### src/rtl/fetch_unit_pkg.sv
// Shared definitions for the fetch stage: FSM encoding, NOP word, RV32 opcodes, PC step.
// Also imported by main_controll for the opcode constants.
package fetch_unit_pkg;

    typedef enum logic [1:0] {
        ST_REQ  = 2'd0,
        ST_WAIT = 2'd1,
        ST_HOLD = 2'd2
    } fetch_state_t;

    localparam logic [31:0] RV_NOP_INSTR = 32'h0000_0013;

    localparam logic [6:0] OPC_RTYPE  = 7'h33;
    localparam logic [6:0] OPC_LOAD   = 7'h03;
    localparam logic [6:0] OPC_STORE  = 7'h23;
    localparam logic [6:0] OPC_BRANCH = 7'h63;

    localparam int unsigned PC_INCR = 4;

endpackage

### src/rtl/fetch_unit_ifid_reg.sv
// IF/ID pipeline register: valid/pc/instruction with load, hold and flush (flush wins).
// With neither load nor stall the slot drains to an invalid NOP.
module ifid_reg #(
    parameter int XLEN = 32,
    parameter logic [XLEN-1:0] NOP_INSTR = '0
) (
    input  logic            clk,
    input  logic            reset,
    input  logic            load,
    input  logic            flush,
    input  logic            stall,
    input  logic [XLEN-1:0] load_pc,
    input  logic [XLEN-1:0] load_instr,
    output logic            valid,
    output logic [XLEN-1:0] pc,
    output logic [XLEN-1:0] instruction
);

    logic            valid_reg;
    logic [XLEN-1:0] pc_reg;
    logic [XLEN-1:0] instr_reg;

    always_ff @(posedge clk or posedge reset) begin
        if (reset) begin
            valid_reg <= 1'b0;
            pc_reg    <= '0;
            instr_reg <= NOP_INSTR;
        end else if (flush) begin
            valid_reg <= 1'b0;
            instr_reg <= NOP_INSTR;
        end else if (load) begin
            valid_reg <= 1'b1;
            pc_reg    <= load_pc;
            instr_reg <= load_instr;
        end else if (!stall) begin
            valid_reg <= 1'b0;
            instr_reg <= NOP_INSTR;
        end
    end

    assign valid       = valid_reg;
    assign pc          = pc_reg;
    assign instruction = instr_reg;

endmodule

### src/rtl/fetch_unit.sv
// Instruction-fetch stage with one outstanding imem request, skid buffer and IF/ID register.
// Optional FETCH_ALIGN_CHECK_EN adds a sticky fetch_misaligned flag for unaligned redirects.
module fetch_unit
    import fetch_unit_pkg::*;
#(
    parameter int XLEN = 32,
    parameter logic [XLEN-1:0] RESET_PC  = '0,
    parameter logic [XLEN-1:0] NOP_INSTR = XLEN'(RV_NOP_INSTR)
) (
    input  logic            clk,
    input  logic            reset,
    output logic            imem_req_valid,
    output logic [XLEN-1:0] imem_req_addr,
    input  logic            imem_req_ready,
    input  logic            imem_resp_valid,
    input  logic [XLEN-1:0] imem_resp_data,
    input  logic            stall,
    input  logic            branch_taken,
    input  logic [XLEN-1:0] branch_target,
`ifdef FETCH_ALIGN_CHECK_EN
    output logic            fetch_misaligned,
`endif
    output logic            ifid_valid,
    output logic [XLEN-1:0] ifid_pc,
    output logic [XLEN-1:0] ifid_instruction
);

    localparam logic [XLEN-1:0] ALIGN_MASK = ~XLEN'(3);

    fetch_state_t    state_reg, state_next;
    logic [XLEN-1:0] pc_reg, pc_next;
    logic            kill_reg, kill_next;
    logic [XLEN-1:0] skid_pc_reg, skid_pc_next;
    logic [XLEN-1:0] skid_instr_reg, skid_instr_next;

    logic            ifid_load;
    logic            ifid_flush;
    logic [XLEN-1:0] ifid_load_pc;
    logic [XLEN-1:0] ifid_load_instr;
    logic            can_load;
    logic            handshake;
    logic [XLEN-1:0] pc_plus4;

`ifdef FETCH_ALIGN_CHECK_EN
    logic misalign_reg, misalign_next;
    assign fetch_misaligned = misalign_reg;
    // Once a bad redirect has been seen the unit parks in REQ without requesting.
    assign imem_req_valid = (state_reg == ST_REQ) && !reset && !misalign_reg;
`else
    assign imem_req_valid = (state_reg == ST_REQ) && !reset;
`endif

    assign imem_req_addr = pc_reg;
    assign handshake     = imem_req_valid && imem_req_ready;
    assign can_load      = !stall || !ifid_valid;
    assign pc_plus4      = pc_reg + XLEN'(PC_INCR);

    always_ff @(posedge clk or posedge reset) begin
        if (reset) begin
            state_reg      <= ST_REQ;
            pc_reg         <= RESET_PC;
            kill_reg       <= 1'b0;
            skid_pc_reg    <= '0;
            skid_instr_reg <= NOP_INSTR;
        end else begin
            state_reg      <= state_next;
            pc_reg         <= pc_next;
            kill_reg       <= kill_next;
            skid_pc_reg    <= skid_pc_next;
            skid_instr_reg <= skid_instr_next;
        end
    end

`ifdef FETCH_ALIGN_CHECK_EN
    always_ff @(posedge clk or posedge reset) begin
        if (reset) begin
            misalign_reg <= 1'b0;
        end else begin
            misalign_reg <= misalign_next;
        end
    end
`endif

    always_comb begin
        state_next      = state_reg;
        pc_next         = pc_reg;
        kill_next       = kill_reg;
        skid_pc_next    = skid_pc_reg;
        skid_instr_next = skid_instr_reg;
        ifid_load       = 1'b0;
        ifid_flush      = 1'b0;
        ifid_load_pc    = pc_reg;
        ifid_load_instr = imem_resp_data;
`ifdef FETCH_ALIGN_CHECK_EN
        misalign_next   = misalign_reg;
`endif

        if (branch_taken) begin
            ifid_flush      = 1'b1;
            skid_pc_next    = '0;
            skid_instr_next = NOP_INSTR;
`ifdef FETCH_ALIGN_CHECK_EN
            if (branch_target[1:0] != 2'b00) begin
                misalign_next = 1'b1;
            end else begin
                pc_next = branch_target;
            end
`else
            pc_next = branch_target & ALIGN_MASK;
`endif
            // An in-flight request cannot be cancelled, so its response is marked for discard.
            unique case (state_reg)
                ST_REQ: begin
                    if (handshake) begin
                        state_next = ST_WAIT;
                        kill_next  = 1'b1;
                    end
                end
                ST_WAIT: begin
                    if (imem_resp_valid) begin
                        state_next = ST_REQ;
                        kill_next  = 1'b0;
                    end else begin
                        kill_next = 1'b1;
                    end
                end
                ST_HOLD: state_next = ST_REQ;
                default: state_next = ST_REQ;
            endcase
        end else begin
            unique case (state_reg)
                ST_REQ: begin
                    if (handshake) begin
                        state_next = ST_WAIT;
                    end
                end
                ST_WAIT: begin
                    if (imem_resp_valid) begin
                        if (kill_reg) begin
                            kill_next  = 1'b0;
                            state_next = ST_REQ;
                        end else if (can_load) begin
                            ifid_load  = 1'b1;
                            pc_next    = pc_plus4;
                            state_next = ST_REQ;
                        end else begin
                            skid_pc_next    = pc_reg;
                            skid_instr_next = imem_resp_data;
                            pc_next         = pc_plus4;
                            state_next      = ST_HOLD;
                        end
                    end
                end
                ST_HOLD: begin
                    if (can_load) begin
                        ifid_load       = 1'b1;
                        ifid_load_pc    = skid_pc_reg;
                        ifid_load_instr = skid_instr_reg;
                        state_next      = ST_REQ;
                    end
                end
                default: state_next = ST_REQ;
            endcase
        end
    end

    ifid_reg #(
        .XLEN      (XLEN),
        .NOP_INSTR (NOP_INSTR)
    ) u_ifid (
        .clk         (clk),
        .reset       (reset),
        .load        (ifid_load),
        .flush       (ifid_flush),
        .stall       (stall),
        .load_pc     (ifid_load_pc),
        .load_instr  (ifid_load_instr),
        .valid       (ifid_valid),
        .pc          (ifid_pc),
        .instruction (ifid_instruction)
    );

endmodule
### config.mk
export PLATFORM = sky130hd
export DESIGN_NAME = fetch_unit
export DESIGN_NICKNAME = d
export VERILOG_FILES = /design/src/rtl/fetch_unit_pkg.sv /design/src/rtl/fetch_unit_ifid_reg.sv /design/src/rtl/fetch_unit.sv
export SDC_FILE = /design/constraint.sdc
export NUM_CORES = 1
export LEC_CHECK = 0
export BUFFER_PORTS_ARGS = -buffer_cell sky130_fd_sc_hd__buf_4
export CORE_UTILIZATION = 33
export DETAILED_ROUTE_END_ITERATION = 8
export PLACE_DENSITY = 0.5
export SLEW_MARGIN = 40
export SYNTH_ARGS = -nofsm -noshare
export SYNTH_HDL_FRONTEND = slang
export SYNTH_SLANG_ARGS = --single-unit
### constraint.sdc
create_clock -name clk -period 9.2 [get_ports clk]
set_input_delay 1.38 -clock clk [delete_from_list [all_inputs] [get_ports clk]]
set_output_delay 1.38 -clock clk [all_outputs]
set_load 0.02 [all_outputs]
# [Yosys cells after proc, flatten, opt, wreduce, memory -nomap -nowiden]
# Cells that the tools add are included.
[classes] n_bitwise=1 add_sub_neg=1 muxes=45 reduce_logical=14 eq_ne=7
[ops] cell="$mux 32" n=21
[ops] cell="$add 32x3->32 const B" n=1
[ops] cell="$mux 2" n=7
[ops] cell="$mux 1" n=13
[ops] cell="$ne 3x3->1 const B" n=2
[ops] cell="$pmux 2 s3" n=1
[ops] cell="$reduce_bool 2->1" n=3
[ops] cell="$ne 2x2->1 const B" n=2
[ops] cell="$pmux 1 s2" n=2
[ops] cell="$pmux 2 s2" n=1
[ops] cell="$reduce_and 2->1" n=2
[ops] cell="$reduce_and 4->1" n=1
[ops] cell="$logic_not 1->1" n=3
[ops] cell="$ne 3x1->1 const B" n=1
[ops] cell="$reduce_and 3->1" n=1
[ops] cell="$eq 2x1->1 const B" n=1
[ops] cell="$eq 2x2->1 const B" n=1
[ops] cell="$logic_and 1x1->1" n=2
[ops] cell="$logic_not 2->1" n=1
[ops] cell="$logic_or 1x1->1" n=1
[ops] cell="$not 1->1" n=1
[word_totals] output_inout_bits=98 regBits=164 wordCells=76

# [Depth between registers and ports, before layout]
# Gate-level depths: netlist of the first run.
[depth] depth_word=9 ltp_mapped=9 depth_no_buf=6

# [By module]
# A second synthesis of the first run with hierarchy kept.
[hier_totals] hier_cells=807 hier_area_um2=8034.0
[modules_own_cells] module="fetch_unit" seq_area_each_um2=2431.1 instances=1 area_per_inst_um2=5356.4 cells_per_inst=601
[modules_own_cells] module="ifid_reg" seq_area_each_um2=1630.3 instances=1 area_per_inst_um2=2677.6 cells_per_inst=206

# [Worst setup path before layout of the first run]
# No wires, ideal clock.
[synth_timing] path_type="input port to output port" from="input port reset" to="output port imem_req_valid" arrival_time_ps=1684 path_slack_ps=6136 required_time_ps=7820 path_buffers=0 stages=1 path_cell_list="nor2b_1"
[synth_via] elab_chain_cells=2
[synth_lines] element="from (decl)" line_no="fetch_unit.sv:11" source="input logic reset,"
[synth_lines] element="$logic_not 1->1 (no source line)"
[synth_lines] element="$logic_and 1x1->1" line_no="fetch_unit.sv:50" source="assign imem_req_valid = (state_reg == ST_REQ) && !reset;"
[synth_lines] element="to (decl)" line_no="fetch_unit.sv:12" source="output logic imem_req_valid,"
# Every way passes these cells.

# [Worst setup path after layout of the first run]
[layout_timing] from="input port branch_taken" to="register u_ifid.instr_reg[0] (netlist: u_ifid.instruction[0])"
[layout_via] elab_chain_cells=3 word_cells_on_any_way=6
[layout_lines] element="from (decl)" line_no="fetch_unit.sv:18" source="input logic branch_taken,"
[layout_lines] element="$mux 32 / $mux 1 (equally long branches)" line_no="fetch_unit.sv:98" source="if (branch_taken) begin"
[layout_lines] element="$mux 32" line_no="fetch_unit_ifid_reg.sv:31" source="end else if (load) begin"
[layout_lines] element="$mux 32" line_no="fetch_unit_ifid_reg.sv:28" source="end else if (flush) begin"
[layout_lines] element="to (signal assigned)" line_no="fetch_unit_ifid_reg.sv:34" source="instr_reg <= load_instr;"
[layout_lines] element="to (decl)" line_no="fetch_unit_ifid_reg.sv:21" source="logic [XLEN-1:0] instr_reg;"
# Parallel ways exist; a longest one is shown, timed or not.
# A chain may end at the register's enable or synchronous reset.

==> results of run 1 <==
## cell type report
type | count | area (sq um) | share of cell area
clock buffer | 19 | 453 | 0.0476
clock inverter | 13 | 149 | 0.0156
multi-input combinational | 544 | 3160 | 0.332
timing repair buffer | 173 | 1300 | 0.137
sequential | 162 | 4060 | 0.426
tap | 280 | 350 | 0.0368
inverter | 11 | 48.8 | 0.00512
## Yosys cell counts, drive strengths merged, types with 9 or more instances
master and instances:
nand2 187, dfrtp 156, a21oi 62, clkbuf 53, o21ai 47, mux2i 36
o2bb2ai 29, a22oi 25, nor2 21, nand3 15, a31oi 13, buf 12
inv 11, nand4 11, xnor2 11, o31ai 9
## placed cells by master, fill, tap and decap left out, types with 6 or more instances in the layout
master	count
a21oi_1	61
a22oi_1	25
a31oi_1	13
and3_1	7
buf_4	172
clkbuf_16	17
dfrtp_1	156
dfstp_2	6
inv_1	9
mux2i_1	36
nand2_1	187
nand3_1	13
nand4_1	10
nor2_1	19
nor3_1	8
nor4_1	8
o21ai_0	47
o2bb2ai_1	29
o31ai_1	9
or4_1	6
xnor2_1	11
## final timing paths
check                                         start                           endpoint  slack, ns
min in group asynchronous                     reset          u_ifid.pc[11]$_DFFE_PP0P_       1.08
min reg2reg                u_ifid.pc[2]$_DFFE_PP0P_           u_ifid.pc[2]$_DFFE_PP0P_       0.48
max in group asynchronous                     reset          u_ifid.pc[21]$_DFFE_PP0P_       7.00
max                                    branch_taken  u_ifid.instruction[0]$_DFFE_PP1P_       5.94
max reg2reg                state_reg[1]$_DFFE_PP0P_        skid_pc_reg[26]$_DFFE_PP0P_       6.55
min                        u_ifid.pc[2]$_DFFE_PP0P_           u_ifid.pc[2]$_DFFE_PP0P_       0.48
## metal layers
layer	share of wire	vias up
met5	0	-
met4	0.010	0
met3	0.061	16
met2	0.45	149
met1	0.48	3001
li1	-	3011
## power by group
group,switching (mW),internal [mW],total [mW]
combinational,0.262,0.180,0.442
clock,0.311,0.419,0.730
sequential,0.0659,0.792,0.858
total,0.640,1.39,2.03
## through the flow
stage	hold slack (ns)	instance area [sq um]	setup slack, ns	utilization
6_report	0.480	9530	5.94	0.432
2_1_floorplan	0.462	7500	3.45	-
3_3_place_gp	0.466	8910	5.45	0.404
3_5_place_dp	0.472	8920	5.44	0.405
4_1_cts	0.488	9530	5.89	0.432
5_1_grt	0.496	9530	5.71	0.432
## worst max-delay path, cell delays in order
cell       delay, ns
buf_4           0.47
inv_2           0.45
o2111ai_4       0.21
buf_4           0.62
nand2_1         0.22
o22a_1          0.26
## logic make-up (layout without fill, tap and decap cells)
family	Yosys count	count (layout)	share of synthesized area
compound gates	204	204	0.175
mux	38	38	0.0511
other cells	1	2	0.000501
simple gates	284	284	0.169
xor+xnor	12	12	0.0140
fa+ha+maj	4	4	0.00668
buf+inv	76	216	0.0419
flops	162	162	0.542
==> metrics.md, run 1 <==
| Metric | Value |
|---|---|
| Status | finished with violations |
| Failing checks | design-rule violations |
| Die area | 23,300 sq um |
| Slew HR | 0.511 |
| TritonCTS clock tree | done |
| Sequential area share after synthesis | 0.542 |
| GR peak layer | met2 |
| EDFF count, synth | 0 |
| Share of cells above drive strength 1 | 0.244 |
| RSZ-0062 raised after global routing | false |
| Synth top area cells | dfrtp_1, nand2_1, mux2i_1, a21oi_1, o2bb2ai_1 |
| Sink Count | 162 |
| Core Region | 22,000 sq um |
| Critical Path Start Type | input port |
| Vias per cell | 5.14 |
| Worst-margin pin slew | 0.734 ns |
| Routability cong. | 0.748 |
| M2 GR Usage | 0.291 |
| Tmin final | 3.26 ns |
| Hold depth | 2 |
| Setup Fix Bufs, Post-CTS | 0 |
| Distinct cells, synth | 51 |
| Met1 Resource Use GR | 0.264 |
| Initial DRC Count | 313 |
| Max Slew Vio Count | 0 |
| Detailed-router iteration count before antenna repair | 6 |
| Crit-path max FO | 71 |
| R2R depth | 7 |
| Hpwl dp | 13.4 mm |
| Antenna viol nets, final | 0 |
| CTS HTree Levels | 4 |
| Row count | 54 |
| Share of flip-flops with an asynchronous set or reset | 1.00 |
| Initial antenna violation count | 0 |
| Synth Cell Area | 7490 sq um |
| Die X | 153 microns |
| Vias | 6,177 |
| Final cell count without fillers | 1,202 |
| Clock transition at path regs | 0.06 ns |
| Clock buffer count from CTS | 17 |
| Setup Viol. Count Final | 0 |
| Pwr Total | 2.03 mW |
| Synthesized area per cell | 9.59 sq um |
| Gr ovfl total | 0 |
| Crit Path Category | input port to flop |
| Hold crit path type | flop to flop |
| Synth warnings | 0 |
| Tcrit/Tclk final | 0.355 |
| Yosys top cell area share | 0.521 |
| Leak | 4.31 nW |
| Worst EP arrival | 3.61 ns |
| Root Driver | clkbuf_16 |
| Synth area leader | dfrtp_1 |
| Area delta synth->final | 27.1% |
| Largest net degree at the start of global routing | 96 |
| Peak VDD IR | 0.122 mV |
| DR WL/cell | 17.9 microns |
| Ant diodes | 0 |
| FILL cells | 2,200 |
| First-pass GRT wire length | 35.0 mm |
| Global-route track usage on met3 | 0.0529 |
| Clock Tree Buf Depth | 2 |
| Req. time, crit path | 9.55 ns |
| PwrDens | 213 nW/um^2 |
| Post_cts resized | 0 |
| DRC viols | 9 |
| Cell count after synthesis | 781 |
| Clock Latency Late Sink | 0.43 ns |
| I/O Buffers | 163 |
| Max Freq | 307 MHz |
| Number of global-route vias before repair | 6,170 |
| Total negative slack | 0 ns |
| Final WL | 21.5 mm |
| Die H | 153 microns |
| Max Cap Violations | 0 |
| Starting Density | 0.340 |
| Main synth FF type | dfrtp_1 |
| Final net count | 983 |
| CTS Hold Bufs | 0 |
| Clk_skew | 0.0154 ns |
| Final Hold Fails | 0 |
| Post-synthesis sequential element count | 162 |
| Io pins | 168 |
| Total track usage | 0.190 |
| Crit. End Element | flop |
| DP Cell Count | 1,170 |
Note: power is estimated with default switching activity, not from simulation.
==> run 2: changes to the inputs <==
--- a/config.mk
+++ b/config.mk
@@ -5,10 +5,11 @@
 export SDC_FILE = /design/constraint.sdc
 export NUM_CORES = 1
 export LEC_CHECK = 0
+export ABC_AREA = 1
 export BUFFER_PORTS_ARGS = -buffer_cell sky130_fd_sc_hd__buf_4
 export CORE_UTILIZATION = 33
 export DETAILED_ROUTE_END_ITERATION = 8
-export PLACE_DENSITY = 0.5
+export PLACE_DENSITY = 0.49
 export SLEW_MARGIN = 40
 export SYNTH_ARGS = -nofsm -noshare
 export SYNTH_HDL_FRONTEND = slang
==> constraint.sdc (replaced) <==
create_clock -name clk -period 3.4 [get_ports clk]
set_input_delay 0.51 -clock clk [delete_from_list [all_inputs] [get_ports clk]]
set_output_delay 0.51 -clock clk [all_outputs]
set_load 0.02 [all_outputs]
==> run 2 against run 1 <==
Effect of this change:
- the flow now finishes without violations
- synthesized area grew 12%
- clock skew shrank 0.0043 ns
- critical path depth is 3 higher
- sequential share of layout area decreased by 3.9 points
- critical path type is now flop to flop
- via count rose by 24%
==> metrics.md, run 2 <==
| Metric | Value |
|---|---|
| Sw power | 2.08 mW (+230%) |
| Synthesized area per cell | 7.43 sq um (-23%) |
| Sequential area share after synthesis | 0.483 (-0.0590) |
| Sink Count | 162 (unchanged) |
| Int Power | 3.70 mW (+170%) |
| Row count | 58 (+7.4%) |
| Leak | 5.16 nW (+20%) |
| CP cell instances | inv_1 -> ha_2 -> nand2_1 -> buf_4 -> inv_2 -> buf_4 -> nor2_1 -> a21oi_1 -> o21ai_0 |
| TritonCTS clock tree | done |
| Hold crit path type | input port to asynchronous set/reset pin |
| Slowest stage cell, crit path | buf_4 |
| Mux cell area share after synthesis | 0 (-0.0511) |
| R2R depth | 9 (+2) |
| Adder-cell share of the synthesized area | 0.00595 (-0.000728) |
| Total track usage | 0.200 (+0.0102) |
| Clock buffer count from CTS | 17 (unchanged) |
| Slowest Stage Delay on Critical Path | 0.41 ns (-0.21 ns) |
| Ant diodes | 0 (unchanged) |
| First-pass GRT wire length | 40.8 mm (+17%) |
| EDFF count, synth | 0 (unchanged) |
| Post_cts resized | 0 (unchanged) |
| Final net count | 1,338 (+36%) |
| DRC viols | 0 (-9) |
| RSZ-0062 raised after global routing | false |
| Crit-path max FO | 34 (-52%) |
| Routability cong. | 0.808 (+8.0%) |
| Distinct cells, synth | 34 (-33%) |
| Share of flip-flops with an asynchronous set or reset | 1.00 (unchanged) |
| Tcrit/Tclk final | 0.621 |
| Die H | 162 microns (+5.9%) |
| Gr ovfl total | 0 (unchanged) |
| Main synth FF type | dfrtp_1 |
| Flop pwr share | 0.410 (-0.013) |
| Clock Latency Late Sink | 0.43 ns (about the same) |
| Io pins | 168 (unchanged) |
| Clock Tree Buf Depth | 2 (unchanged) |
| Hpwl dp | 16.9 mm (+25%) |
| Clk_skew | 0.0111 ns (-0.00430 ns) |
| Crit. End Element | flop |
| Post-Synth Simple-Gate Area | 0.235 (+0.0663) |
| Core Region | 25,100 sq um (+14%) |
| CTS Hold Bufs | 0 (unchanged) |
| Most frequent cells in the layout | nand2_1, buf_4, dfrtp_1 |
| Worst EP arrival | 2.41 ns (-1.20 ns) |
| Footprint of the multi-input gates | 3590 sq um (+14%) |
| Placement Setup Slack | 1.04 ns (-4.40 ns) |
| Largest net degree at the start of global routing | 88 (-8.3%) |
| FILL cells | 2,626 (+19%) |
| Starting Density | 0.335 (-0.00529) |
| Setup ws final | 1.29 ns (-4.65 ns) |
| Commonest non-fill, non-tap cell in the layout | nand2_1 |
| Die X | 162 microns (+5.9%) |
| Largest family of logic cells by synthesized area | simple AND/OR/NAND/NOR gates |
| Tmin final | 2.11 ns |
| Final cell count without fillers | 1,607 (+34%) |
| Final Hold Fails | 0 (unchanged) |
| Clock transition at path regs | 0.07 ns (about the same) |
| Cell count after synthesis | 1,132 (+45%) |
| Share of cells above drive strength 1 | 0.183 (-0.0608) |
| Initial DRC Count | 449 (+43%) |
| Power share of the combinational group | 0.258 (+0.040) |
| Count leader, synth | nand2_1 |
| Area delta synth->final | 24.9% |
| Reg-to-reg startpoint | state_reg[0]$_DFFE_PP0P_ |
| Vias per cell | 4.75 (-7.5%) |
| Post-Synth XOR/XNOR Area | 0 (-0.0140) |
| Reg2Reg Setup Slack | 1.29 ns (-5.26 ns) |
| Synth area leader | dfrtp_1 |
| Initial antenna violation count | 0 (unchanged) |
| Peak VDD IR | 0.267 mV (+120%) |
| Top cells by count, synth | nand2_1, dfrtp_1, inv_1 |
| Reg2Reg Capture Point | u_ifid.pc[24]$_DFFE_PP0P_ |
| DR WL/cell | 15.4 microns (-14%) |
| DP Cell Count | 1,575 (+35%) |
| Critical Path Start Type | flop |
| I/O Buffers | 163 (unchanged) |
| Req. time, crit path | 3.70 ns (-5.85 ns) |
| Max Freq | 474 MHz |
| CTS HTree Levels | 4 (unchanged) |
| Post-route cell area | 10,500 sq um (+10%) |
| Setup Viol. Count Final | 0 (unchanged) |
| Slew HR | 0.496 (-0.0154) |
| DP Area | 9910 sq um (+11%) |
| Clock power frac | 0.332 (-0.028) |
| Detailed-router iteration count before antenna repair | 5 (-1) |
| PwrDens | 551 nW/um^2 (+160%) |
| Sequential Area | 4060 sq um (unchanged) |
| Worst-margin pin slew | 0.756 ns (+0.0220 ns) |
| Number of global-route vias before repair | 7,582 (+23%) |
| Max Slew Vio Count | 0 (unchanged) |
| Synth Cell Area | 8410 sq um (+12%) |
| Status | complete, no violations |
| Root Driver | clkbuf_16 |
| Synth warnings | 0 (unchanged) |
| Final WL | 24.7 mm (+15%) |
| Post-synthesis sequential element count | 162 (unchanged) |
| Total negative slack | 0 ns (unchanged) |
| Die area | 26,100 sq um (+12%) |
| Compound-cell area share of the yosys netlist | 0.183 (+0.00820) |
| Setup Fix Bufs, Post-CTS | 0 (unchanged) |
| Max Cap Violations | 0 (unchanged) |
| Most used cell, CP | buf_4 |
| Yosys top cell area share | 0.464 (-0.0568) |
| Switching share of total power | 0.361 (+0.0454) |
| Crit Path Category | flop to flop |
| Synth top area cells | dfrtp_1, nand2_1, o21ai_0, inv_1, o22ai_1 |
| Vias | 7,638 (+24%) |
| Antenna viol nets, final | 0 (unchanged) |
run 2: changes by cell type after synthesis, moves of 29 or more:
cell and change:
nor2_1 +77, nand2_1 +165, o21ai_1 +34, o22ai_1 +60, o2bb2ai_1 -29, o21ai_0 +63
inv_1 +109, mux2i_1 -36
run 2: metal layers:
metal / share of wire / GRT usage
met1: 0.46 / 0.262
met2: 0.48 / 0.330
met5: 0 / 0
met4: 0.0087 / 0.0617
met3: 0.052 / 0.0419
run 2: stage by stage:
step / power, mW / utilization / hold WS (ns)
2_1_floorplan: 3.23 / - / 0.449
3_3_place_gp: 3.91 / 0.393 / 0.461
3_5_place_dp: 3.93 / 0.395 / 0.466
4_1_cts: 5.88 / 0.418 / 0.224
5_1_grt: 6.13 / 0.418 / 0.259
6_report: 5.78 / 0.418 / 0.217
run 2: logic make-up (layout without fill, tap and decap cells):
logic type                 count (synthesis)  after routing
AOI/OAI and AO/OA                        278            278
adders and majority gates                  4              4
buffers and inverters                    188            332
DFF                                      162            162
other                                      1              2
and+or+nand+nor                          499            499
run 2: worst max-delay path: cells and delay by family (launching register included):
| family | cells | cell delay, ns |
|---|---|---|
| buffers and inverters | 4 | 0.95 |
| DFF | 1 | 0.38 |
| AOI/OAI and AO/OA | 2 | 0.25 |
| adders and majority gates | 1 | 0.24 |
| and+or+nand+nor | 2 | 0.16 |
run 2: how the worst max path moves through the flow:
| stage | startpoint | endpoint | slack (ns) | cells after the start |
|---|---|---|---|---|
| after floorplan | reset | kill_reg$_DFFE_PP0P_ | -0.30 | 5 |
| after global placement | imem_resp_valid | u_ifid.pc[5]$_DFFE_PP0P_ | 1.07 | 7 |
| after detailed placement | branch_taken | imem_req_addr[2]$_DFFE_PP0P_ | 1.04 | 7 |
| after CTS | state_reg[1]$_DFFE_PP0P_ | imem_req_addr[7]$_DFFE_PP0P_ | 1.25 | 8 |
| after global routing | state_reg[1]$_DFFE_PP0P_ | imem_req_addr[7]$_DFFE_PP0P_ | 1.07 | 8 |
| final | state_reg[0]$_DFFE_PP0P_ | u_ifid.pc[24]$_DFFE_PP0P_ | 1.29 | 9 |
run 2: final cells by class:
class,instances,area share
timing repair buffer,176,0.131
clock buffer,17,0.0405
clock inverter,15,0.0159
multi-input combinational,783,0.342
tap,330,0.0393
inverter,124,0.0447
sequential,162,0.387
run 2: power groups by stage:
| stage | Sequential, mW | Combinational [mW] | Clock, mW |
|---|---|---|---|
| global route | 2.40 | 1.66 | 2.06 |
| global placement | 2.40 | 1.51 | 0 |
| CTS | 2.37 | 1.53 | 1.98 |
| floorplan | 2.60 | 0.622 | 0 |
| detailed placement | 2.40 | 1.52 | 0 |
| finish | 2.37 | 1.49 | 1.92 |
